### src/rtl/lsu_pkg.sv
// Shared types for the load/store unit and its pipeline/bus interface.
package lsu_pkg;
    typedef enum logic [1:0] {
        MEM_BYTE = 2'd0,
        MEM_HALF = 2'd1,
        MEM_WORD = 2'd2
    } mem_size_e;
endpackage

### src/rtl/lsu_ctrl_if.sv
// Pipeline request side and data-bus side of the LSU, bundled as one interface.
// slave = the LSU controller's view, master = the pipeline/bus environment's view.
interface lsu_ctrl_if;
    import lsu_pkg::*;

    logic            lsu_req_i;
    logic            lsu_we_i;
    logic [31:0]     lsu_addr_i;
    logic [31:0]     lsu_wdata_i;
    mem_size_e       lsu_size_i;
    logic            lsu_signed_i;
    logic            lsu_busy_o;
    logic            lsu_done_o;
    logic [31:0]     lsu_rdata_o;
    logic            lsu_err_misaligned_o;
    logic            lsu_err_timeout_o;
    logic [31:0]     lsu_err_addr_o;

    logic            data_req_o;
    logic            data_gnt_i;
    logic [31:0]     data_addr_o;
    logic            data_we_o;
    logic [3:0]      data_be_o;
    logic [31:0]     data_wdata_o;
    logic            data_rvalid_i;
    logic [31:0]     data_rdata_i;

    modport slave (
        input  lsu_req_i, lsu_we_i, lsu_addr_i, lsu_wdata_i, lsu_size_i, lsu_signed_i,
        input  data_gnt_i, data_rvalid_i, data_rdata_i,
        output lsu_busy_o, lsu_done_o, lsu_rdata_o, lsu_err_misaligned_o,
        output lsu_err_timeout_o, lsu_err_addr_o,
        output data_req_o, data_addr_o, data_we_o, data_be_o, data_wdata_o
    );

    modport master (
        output lsu_req_i, lsu_we_i, lsu_addr_i, lsu_wdata_i, lsu_size_i, lsu_signed_i,
        output data_gnt_i, data_rvalid_i, data_rdata_i,
        input  lsu_busy_o, lsu_done_o, lsu_rdata_o, lsu_err_misaligned_o,
        input  lsu_err_timeout_o, lsu_err_addr_o,
        input  data_req_o, data_addr_o, data_we_o, data_be_o, data_wdata_o
    );
endinterface

### src/rtl/lsu_ctrl.sv
// Single-outstanding load/store controller: aligns and issues one bus access, extracts load data.
// Latency 3 cycles min (accept, gnt, rvalid, done); bus stall bounded by MAX_WAIT, then timeout error.
module lsu_ctrl
    import lsu_pkg::*;
#(
    parameter int unsigned MAX_WAIT = 16
) (
    input  logic        clk_i,
    input  logic        rst_ni,
    lsu_ctrl_if.slave   bus
);

    typedef enum logic [1:0] {
        S_IDLE = 2'd0,
        S_REQ  = 2'd1,
        S_WAIT = 2'd2
    } state_e;

    localparam logic [7:0] CNT_LAST = 8'(MAX_WAIT - 1);

    state_e      state_q, state_d;
    logic [7:0]  cnt_q, cnt_d;
    logic [31:0] addr_q, addr_d;
    mem_size_e   size_q, size_d;
    logic        signed_q, signed_d;
    logic        we_q, we_d;

    logic        busy_q, busy_d;
    logic        done_q, done_d;
    logic [31:0] rdata_q, rdata_d;
    logic        err_mis_q, err_mis_d;
    logic        err_to_q, err_to_d;
    logic [31:0] err_addr_q, err_addr_d;
    logic        data_req_q, data_req_d;
    logic [31:0] data_addr_q, data_addr_d;
    logic        data_we_q, data_we_d;
    logic [3:0]  data_be_q, data_be_d;
    logic [31:0] data_wdata_q, data_wdata_d;

    logic        misaligned;
    logic [3:0]  cmd_be;
    logic [31:0] cmd_wdata;
    logic [7:0]  lane_b;
    logic [15:0] lane_h;
    logic [31:0] load_val;
    logic        timeout_hit;

    assign timeout_hit = (cnt_q >= CNT_LAST);

    // Alignment check and lane steering for the incoming command.
    always_comb begin
        misaligned = 1'b0;
        cmd_be     = 4'b1111;
        cmd_wdata  = bus.lsu_wdata_i;
        case (bus.lsu_size_i)
            MEM_BYTE: begin
                cmd_be    = 4'b0001 << bus.lsu_addr_i[1:0];
                cmd_wdata = {4{bus.lsu_wdata_i[7:0]}};
            end
            MEM_HALF: begin
                misaligned = bus.lsu_addr_i[0];
                cmd_be     = bus.lsu_addr_i[1] ? 4'b1100 : 4'b0011;
                cmd_wdata  = {2{bus.lsu_wdata_i[15:0]}};
            end
            default: begin
                misaligned = |bus.lsu_addr_i[1:0];
            end
        endcase
        if (!bus.lsu_we_i) begin
            cmd_be = 4'b1111;
        end
    end

    always_comb begin
        lane_b = bus.data_rdata_i[7:0];
        case (addr_q[1:0])
            2'd1:    lane_b = bus.data_rdata_i[15:8];
            2'd2:    lane_b = bus.data_rdata_i[23:16];
            2'd3:    lane_b = bus.data_rdata_i[31:24];
            default: lane_b = bus.data_rdata_i[7:0];
        endcase
        lane_h = addr_q[1] ? bus.data_rdata_i[31:16] : bus.data_rdata_i[15:0];
        case (size_q)
            MEM_BYTE: load_val = {{24{signed_q & lane_b[7]}}, lane_b};
            MEM_HALF: load_val = {{16{signed_q & lane_h[15]}}, lane_h};
            default:  load_val = bus.data_rdata_i;
        endcase
    end

    always_comb begin
        state_d      = state_q;
        cnt_d        = cnt_q;
        addr_d       = addr_q;
        size_d       = size_q;
        signed_d     = signed_q;
        we_d         = we_q;
        done_d       = 1'b0;
        err_mis_d    = 1'b0;
        err_to_d     = 1'b0;
        rdata_d      = rdata_q;
        err_addr_d   = err_addr_q;
        data_req_d   = data_req_q;
        data_addr_d  = data_addr_q;
        data_we_d    = data_we_q;
        data_be_d    = data_be_q;
        data_wdata_d = data_wdata_q;

        case (state_q)
            S_IDLE: begin
                if (bus.lsu_req_i) begin
                    if (misaligned) begin
                        done_d     = 1'b1;
                        err_mis_d  = 1'b1;
                        err_addr_d = bus.lsu_addr_i;
                    end else begin
                        state_d      = S_REQ;
                        cnt_d        = 8'd0;
                        addr_d       = bus.lsu_addr_i;
                        size_d       = bus.lsu_size_i;
                        signed_d     = bus.lsu_signed_i;
                        we_d         = bus.lsu_we_i;
                        data_req_d   = 1'b1;
                        data_addr_d  = {bus.lsu_addr_i[31:2], 2'b00};
                        data_we_d    = bus.lsu_we_i;
                        data_be_d    = cmd_be;
                        data_wdata_d = cmd_wdata;
                    end
                end
            end
            S_REQ: begin
                // A grant on the last budgeted cycle still counts.
                if (bus.data_gnt_i) begin
                    state_d    = S_WAIT;
                    data_req_d = 1'b0;
                    cnt_d      = cnt_q + 8'd1;
                end else if (timeout_hit) begin
                    state_d    = S_IDLE;
                    data_req_d = 1'b0;
                    done_d     = 1'b1;
                    err_to_d   = 1'b1;
                    err_addr_d = addr_q;
                end else begin
                    cnt_d = cnt_q + 8'd1;
                end
            end
            S_WAIT: begin
                if (bus.data_rvalid_i) begin
                    state_d = S_IDLE;
                    done_d  = 1'b1;
                    if (!we_q) begin
                        rdata_d = load_val;
                    end
                end else if (timeout_hit) begin
                    state_d    = S_IDLE;
                    done_d     = 1'b1;
                    err_to_d   = 1'b1;
                    err_addr_d = addr_q;
                end else begin
                    cnt_d = cnt_q + 8'd1;
                end
            end
            default: begin
                state_d    = S_IDLE;
                data_req_d = 1'b0;
            end
        endcase

        busy_d = (state_d != S_IDLE);
    end

    always_ff @(posedge clk_i or negedge rst_ni) begin
        if (!rst_ni) begin
            state_q      <= S_IDLE;
            cnt_q        <= 8'd0;
            addr_q       <= 32'd0;
            size_q       <= MEM_BYTE;
            signed_q     <= 1'b0;
            we_q         <= 1'b0;
            busy_q       <= 1'b0;
            done_q       <= 1'b0;
            rdata_q      <= 32'd0;
            err_mis_q    <= 1'b0;
            err_to_q     <= 1'b0;
            err_addr_q   <= 32'd0;
            data_req_q   <= 1'b0;
            data_addr_q  <= 32'd0;
            data_we_q    <= 1'b0;
            data_be_q    <= 4'd0;
            data_wdata_q <= 32'd0;
        end else begin
            state_q      <= state_d;
            cnt_q        <= cnt_d;
            addr_q       <= addr_d;
            size_q       <= size_d;
            signed_q     <= signed_d;
            we_q         <= we_d;
            busy_q       <= busy_d;
            done_q       <= done_d;
            rdata_q      <= rdata_d;
            err_mis_q    <= err_mis_d;
            err_to_q     <= err_to_d;
            err_addr_q   <= err_addr_d;
            data_req_q   <= data_req_d;
            data_addr_q  <= data_addr_d;
            data_we_q    <= data_we_d;
            data_be_q    <= data_be_d;
            data_wdata_q <= data_wdata_d;
        end
    end

    assign bus.lsu_busy_o           = busy_q;
    assign bus.lsu_done_o           = done_q;
    assign bus.lsu_rdata_o          = rdata_q;
    assign bus.lsu_err_misaligned_o = err_mis_q;
    assign bus.lsu_err_timeout_o    = err_to_q;
    assign bus.lsu_err_addr_o       = err_addr_q;
    assign bus.data_req_o           = data_req_q;
    assign bus.data_addr_o          = data_addr_q;
    assign bus.data_we_o            = data_we_q;
    assign bus.data_be_o            = data_be_q;
    assign bus.data_wdata_o         = data_wdata_q;

endmodule

### src/flat_wrapper.sv
// flat-port wrapper written by rule: the top's interface ports become plain ports
module lsu_ctrl_flat import lsu_pkg::*;
#(
    parameter int unsigned MAX_WAIT = 16
)
  (clk_i, rst_ni, bus_lsu_req_i, bus_lsu_we_i, bus_lsu_addr_i, bus_lsu_wdata_i, bus_lsu_size_i, bus_lsu_signed_i, bus_data_gnt_i, bus_data_rvalid_i, bus_data_rdata_i, bus_lsu_busy_o, bus_lsu_done_o, bus_lsu_rdata_o, bus_lsu_err_misaligned_o, bus_lsu_err_timeout_o, bus_lsu_err_addr_o, bus_data_req_o, bus_data_addr_o, bus_data_we_o, bus_data_be_o, bus_data_wdata_o);
  lsu_ctrl_if bus_i ();
  input  logic clk_i;
  input  logic rst_ni;
  input wire logic [$bits(bus_i.lsu_req_i)-1:0] bus_lsu_req_i;
  input wire logic [$bits(bus_i.lsu_we_i)-1:0] bus_lsu_we_i;
  input wire logic [$bits(bus_i.lsu_addr_i)-1:0] bus_lsu_addr_i;
  input wire logic [$bits(bus_i.lsu_wdata_i)-1:0] bus_lsu_wdata_i;
  input wire logic [$bits(bus_i.lsu_size_i)-1:0] bus_lsu_size_i;
  input wire logic [$bits(bus_i.lsu_signed_i)-1:0] bus_lsu_signed_i;
  input wire logic [$bits(bus_i.data_gnt_i)-1:0] bus_data_gnt_i;
  input wire logic [$bits(bus_i.data_rvalid_i)-1:0] bus_data_rvalid_i;
  input wire logic [$bits(bus_i.data_rdata_i)-1:0] bus_data_rdata_i;
  output wire logic [$bits(bus_i.lsu_busy_o)-1:0] bus_lsu_busy_o;
  output wire logic [$bits(bus_i.lsu_done_o)-1:0] bus_lsu_done_o;
  output wire logic [$bits(bus_i.lsu_rdata_o)-1:0] bus_lsu_rdata_o;
  output wire logic [$bits(bus_i.lsu_err_misaligned_o)-1:0] bus_lsu_err_misaligned_o;
  output wire logic [$bits(bus_i.lsu_err_timeout_o)-1:0] bus_lsu_err_timeout_o;
  output wire logic [$bits(bus_i.lsu_err_addr_o)-1:0] bus_lsu_err_addr_o;
  output wire logic [$bits(bus_i.data_req_o)-1:0] bus_data_req_o;
  output wire logic [$bits(bus_i.data_addr_o)-1:0] bus_data_addr_o;
  output wire logic [$bits(bus_i.data_we_o)-1:0] bus_data_we_o;
  output wire logic [$bits(bus_i.data_be_o)-1:0] bus_data_be_o;
  output wire logic [$bits(bus_i.data_wdata_o)-1:0] bus_data_wdata_o;
  assign bus_i.lsu_req_i = bus_lsu_req_i;
  assign bus_i.lsu_we_i = bus_lsu_we_i;
  assign bus_i.lsu_addr_i = bus_lsu_addr_i;
  assign bus_i.lsu_wdata_i = bus_lsu_wdata_i;
  assign bus_i.lsu_size_i = bus_lsu_size_i;
  assign bus_i.lsu_signed_i = bus_lsu_signed_i;
  assign bus_i.data_gnt_i = bus_data_gnt_i;
  assign bus_i.data_rvalid_i = bus_data_rvalid_i;
  assign bus_i.data_rdata_i = bus_data_rdata_i;
  assign bus_lsu_busy_o = bus_i.lsu_busy_o;
  assign bus_lsu_done_o = bus_i.lsu_done_o;
  assign bus_lsu_rdata_o = bus_i.lsu_rdata_o;
  assign bus_lsu_err_misaligned_o = bus_i.lsu_err_misaligned_o;
  assign bus_lsu_err_timeout_o = bus_i.lsu_err_timeout_o;
  assign bus_lsu_err_addr_o = bus_i.lsu_err_addr_o;
  assign bus_data_req_o = bus_i.data_req_o;
  assign bus_data_addr_o = bus_i.data_addr_o;
  assign bus_data_we_o = bus_i.data_we_o;
  assign bus_data_be_o = bus_i.data_be_o;
  assign bus_data_wdata_o = bus_i.data_wdata_o;
  lsu_ctrl #(.MAX_WAIT(MAX_WAIT)) u_core (.clk_i(clk_i), .rst_ni(rst_ni), .bus(bus_i));
endmodule
### config.mk
export PLATFORM = sky130hd
export DESIGN_NAME = lsu_ctrl_flat
export DESIGN_NICKNAME = d
export VERILOG_FILES = /design/src/rtl/lsu_pkg.sv /design/src/rtl/lsu_ctrl_if.sv /design/src/rtl/lsu_ctrl.sv /design/src/flat_wrapper.sv
export SDC_FILE = /design/constraint.sdc
export NUM_CORES = 1
export LEC_CHECK = 0
export ABC_AREA = 1
export CORE_UTILIZATION = 41
export CTS_BUF_LIST = sky130_fd_sc_hd__clkbuf_4 sky130_fd_sc_hd__clkbuf_8
export DETAILED_ROUTE_END_ITERATION = 7
export GPL_TIMING_DRIVEN = 0
export PLACE_DENSITY = 0.75
export SETUP_SLACK_MARGIN = 0.3
export SYNTH_ARGS = -nofsm -noshare
export SYNTH_HDL_FRONTEND = slang
export SYNTH_SLANG_ARGS = --single-unit
### constraint.sdc
create_clock -name clk_i -period 1.5 [get_ports clk_i]
set_input_delay 0.225 -clock clk_i [delete_from_list [all_inputs] [get_ports clk_i]]
set_output_delay 0.225 -clock clk_i [all_outputs]
set_load 0.02 [all_outputs]
==> impl_metrics.tcl <==
set metrics [dict create \
    result_of_the_run "finished, violations left" \
    violations_in_the_final_reports "hold timing, setup timing" \
    clock-sinks 151 \
    worst_slew_pin_slew_ps 929 \
    reg2regPathDepth 10 \
    overall_power_of_the_completed_layout_mw 28.8 \
    routed_wirelength_um 27000 \
    postSynth.asyncResetShare 1.00 \
    die_x_um 138 \
    initial_utilization 0.419 \
    finalHoldWorstSlack_ps -258 \
    p_int_mw 16.7 \
    io_pins 243 \
    floorplan.die.height_um 138 \
    cp_data_required_time_ps 1820 \
    cts_tree "done" \
    fin_util 0.727 \
    power_density_nw_per_um2 2190 \
    tritoncts.num_buffers 17 \
    yosys_warnings 0 \
    synth_seq_cells 151 \
    grt_setup_unrepaired "true" \
    synth.top_cells.by_area "dfrtp_1, nand2_1, a21oi_1, o21ai_0, o21ai_1" \
    netlist.top_cell.by_area "dfrtp_1" \
    period_utilization_post_route 1.22 \
    fin_nets 1448 \
    power_frac_clock 0.101 \
    r2r_setup_slack_ps -330 \
    maxCapViolations 0 \
    htreeDepth 4 \
    maximum_number_of_pins_on_one_net_before_global_route_repair 92 \
    share_of_synthesized_area_occupied_by_flip_flops_and_latches 0.501 \
    via_count_of_the_first_global_routing_pass 7726 \
    cts_max_path_buffers 2 \
    drt_first_pass_iters 5 \
    timing_worst_setup_path_type "flip-flop to flip-flop" \
    placement.io_buffers 239 \
    design.core.area_um2 18000 \
    worst_ir_drop_on_vdd_uv 1450 \
    synth-main-ff-cell "dfrtp_1" \
    finalClockSkew_ps 12.4 \
    achievable-frequency_ghz 0.547 \
    final_layout_size_suffix_gt1_frac 0.397 \
    remaining_drc_errors 0 \
    share_seq_of_total_power 0.258 \
    final_max_slew_viol_count 0 \
    antenna_found_initial 0 \
    setup_ws_ps -328 \
    detail_route.vias_per_cell 5.12 \
    setup.worst_path.start_class "flip-flop" \
    placed_cells 1410 \
    clock_edge_transition_at_the_registers_on_the_reported_setup_and_hold_paths_ps 90 \
    post-synth-top-area-fraction 0.501 \
    final.setup.tns_ps -28740 \
    dp_hpwl_um 17200 \
    vias 8082 \
    post_synth_instance_area_um2 7540 \
    detailedRoute.firstIterationViolations 414 \
    grt_overflow 0 \
    final_period_minus_worst_setup_slack_ps 1830 \
    critical_path_arrival_ps 2150 \
    setup_viol_count_final 146 \
    edff_count_synth 0 \
    hold_viol 60 \
    core.rowCount 49 \
    area.growth.synth_to_final_pct 73.8 \
    later_pin_clock_latency_in_the_skew_report_ps 450 \
    fp.dieArea_um2 18900 \
    power_switching_share 0.421 \
    power.share.combinational 0.641 \
    yosysUniqueCellTypes 34 \
    maximum_net_fanout_on_the_critical_path 5 \
    switching_power_mw 12.1 \
    hold_path.class "input port to async pin" \
    gp_routability_congestion 0.883 \
    leakagePower_nw 6.47 \
    post_synth.cell_area_avg_um2 8.03 \
    antenna_cells_inserted 0 \
    worstSetupEndpointType "flip-flop" \
    final-instance-count-excl-fill 1579 \
    timing.slew.headroom 0.381 \
    clockRootBuffer "clkbuf_8" \
    grt_util_all_layers 0.279 \
    grt_pass1_wl_um 39900 \
    postRouteAntennaNets 0 \
    syn_inst 940 \
    detail_route.wl_per_cell_um 17.1 \
]
==> power by group through the flow <==
stage,Clock [mW],Sequential (mW),Combinational [mW]
4_1_cts,2.93,7.35,16.9
2_1_floorplan,0,8.59,6.17
5_1_grt,3.13,7.59,19.8
3_5_place_dp,0,7.13,13.3
3_3_place_gp,0,7.08,13.1
6_report,2.91,7.42,18.5
==> critical path, cell delays in order (launching register included) <==
cell and delay (ps):
dfrtp_2 430, inv_4 70, ha_4 160, buf_6 120, nand2_4 60, nand2_4 60, nor3_4 180, nand3_4 150
bufbuf_16 300, nand2_1 80, o21ai_1 100
==> routing by layer <==
layer | vias up | part of all wire | track usage
met5 | - | 0 | 0
met4 | 0 | 0.022 | 0.0958
met3 | 47 | 0.090 | 0.0971
met2 | 335 | 0.50 | 0.463
met1 | 3908 | 0.39 | 0.336
li1 | 3792 | - | -
==> cell usage after synthesis, drive strengths merged (12+ instances only) <==
cell      n
nand2   324
dfrtp   151
o21ai   108
a21oi    77
buf      68
inv      63
nor2     58
nand3    31
mux2i    18
clkbuf   12
==> registers in the layout, indices dropped and copies added (netlist names) <==
name,count
u_core.bus.data_be_o,4
u_core.state_q,2
u_core.bus.lsu_busy_o,1
u_core.bus.lsu_rdata_o,32
u_core.addr_q,31
u_core.bus.lsu_err_timeout_o,1
u_core.bus.lsu_done_o,1
u_core.we_q,1
u_core.bus.data_addr_o,1
u_core.bus.data_req_o,1
u_core.bus.lsu_err_addr_o,32
u_core.signed_q,1
u_core.cnt_q,8
u_core.size_q,2
u_core.bus.lsu_err_misaligned_o,1
u_core.bus.data_wdata_o,32
==> per-stage QoR <==
stage | setup WS [ps] | hold slack, ps | area, um^2
global placement | -6030 | 464 | 10400
detailed placement | -582 | 243 | 10500
floorplan | -67.0 | -70.6 | 7750
global route | -435 | -239 | 13100
finish | -328 | -258 | 13100
CTS | -261 | -251 | 12400
==> logic make-up after synthesis <==
group                    after synthesis  share of synthesized area
adder cells (fa/ha/maj)                5                    0.00829
flip-flops                           151                      0.501
buffers and inverters                144                     0.0988
multiplexers                          18                     0.0239
other                                  1                   0.000497
AO/OA/AOI/OAI                        200                      0.142
AND/OR/NAND/NOR                      421                      0.226
==> cells in the final DEF (no fill, tap or decap), types with 10 or more instances in the layout <==
cell | synthesis | routed
nand3_1 | 28 | 22
o21ai_2 | 0 | 17
dfrtp_1 | 151 | 148
mux2i_1 | 18 | 17
a21oi_2 | 10 | 33
nand2_1 | 318 | 269
nand2_4 | 1 | 14
buf_8 | 0 | 11
clkdlybuf4s50_1 | 0 | 102
buf_6 | 6 | 196
inv_1 | 56 | 49
buf_12 | 0 | 10
nor2_1 | 54 | 51
a21oi_1 | 67 | 37
clkbuf_8 | 0 | 21
buf_4 | 34 | 110
inv_2 | 7 | 10
o21ai_1 | 53 | 60
o21ai_0 | 55 | 31
nand2_2 | 5 | 41
==> repair_timing <==
action                                  4_1_cts  5_1_grt
buffers inserted                             75       51
pin swaps                                    38       16
gates resized for setup                     966      104
hold endpoints to repair                     60       60
endpoints found under the setup margin      286      287
gates cloned                                 12        0
==> final cells by class <==
cell class	instances	area, um^2
clock inverter	10	73.8
tap	229	287
timing repair buffer	377	3910
sequential	151	3780
buffer	80	905
multi-input combinational	647	3620
inverter	64	263
fill	1353	4910
clock buffer	21	277
==> final timing paths <==
path | from | to
worst max-delay path | u_core.state_q[0] | u_core.bus.lsu_err_addr_o[9]
worst min-delay path | rst_ni | u_core.cnt_q[6]
worst max register to register | u_core.state_q[0] | u_core.bus.lsu_err_addr_o[9]
worst min register to register | u_core.bus.data_wdata_o[1] | u_core.bus.data_wdata_o[1]
max in group asynchronous | rst_ni | u_core.bus.lsu_err_addr_o[0]
min in group clk_i | bus_lsu_size_i[0] | u_core.size_q[0]
No activity file was read; power rests on OpenSTA's default activity.
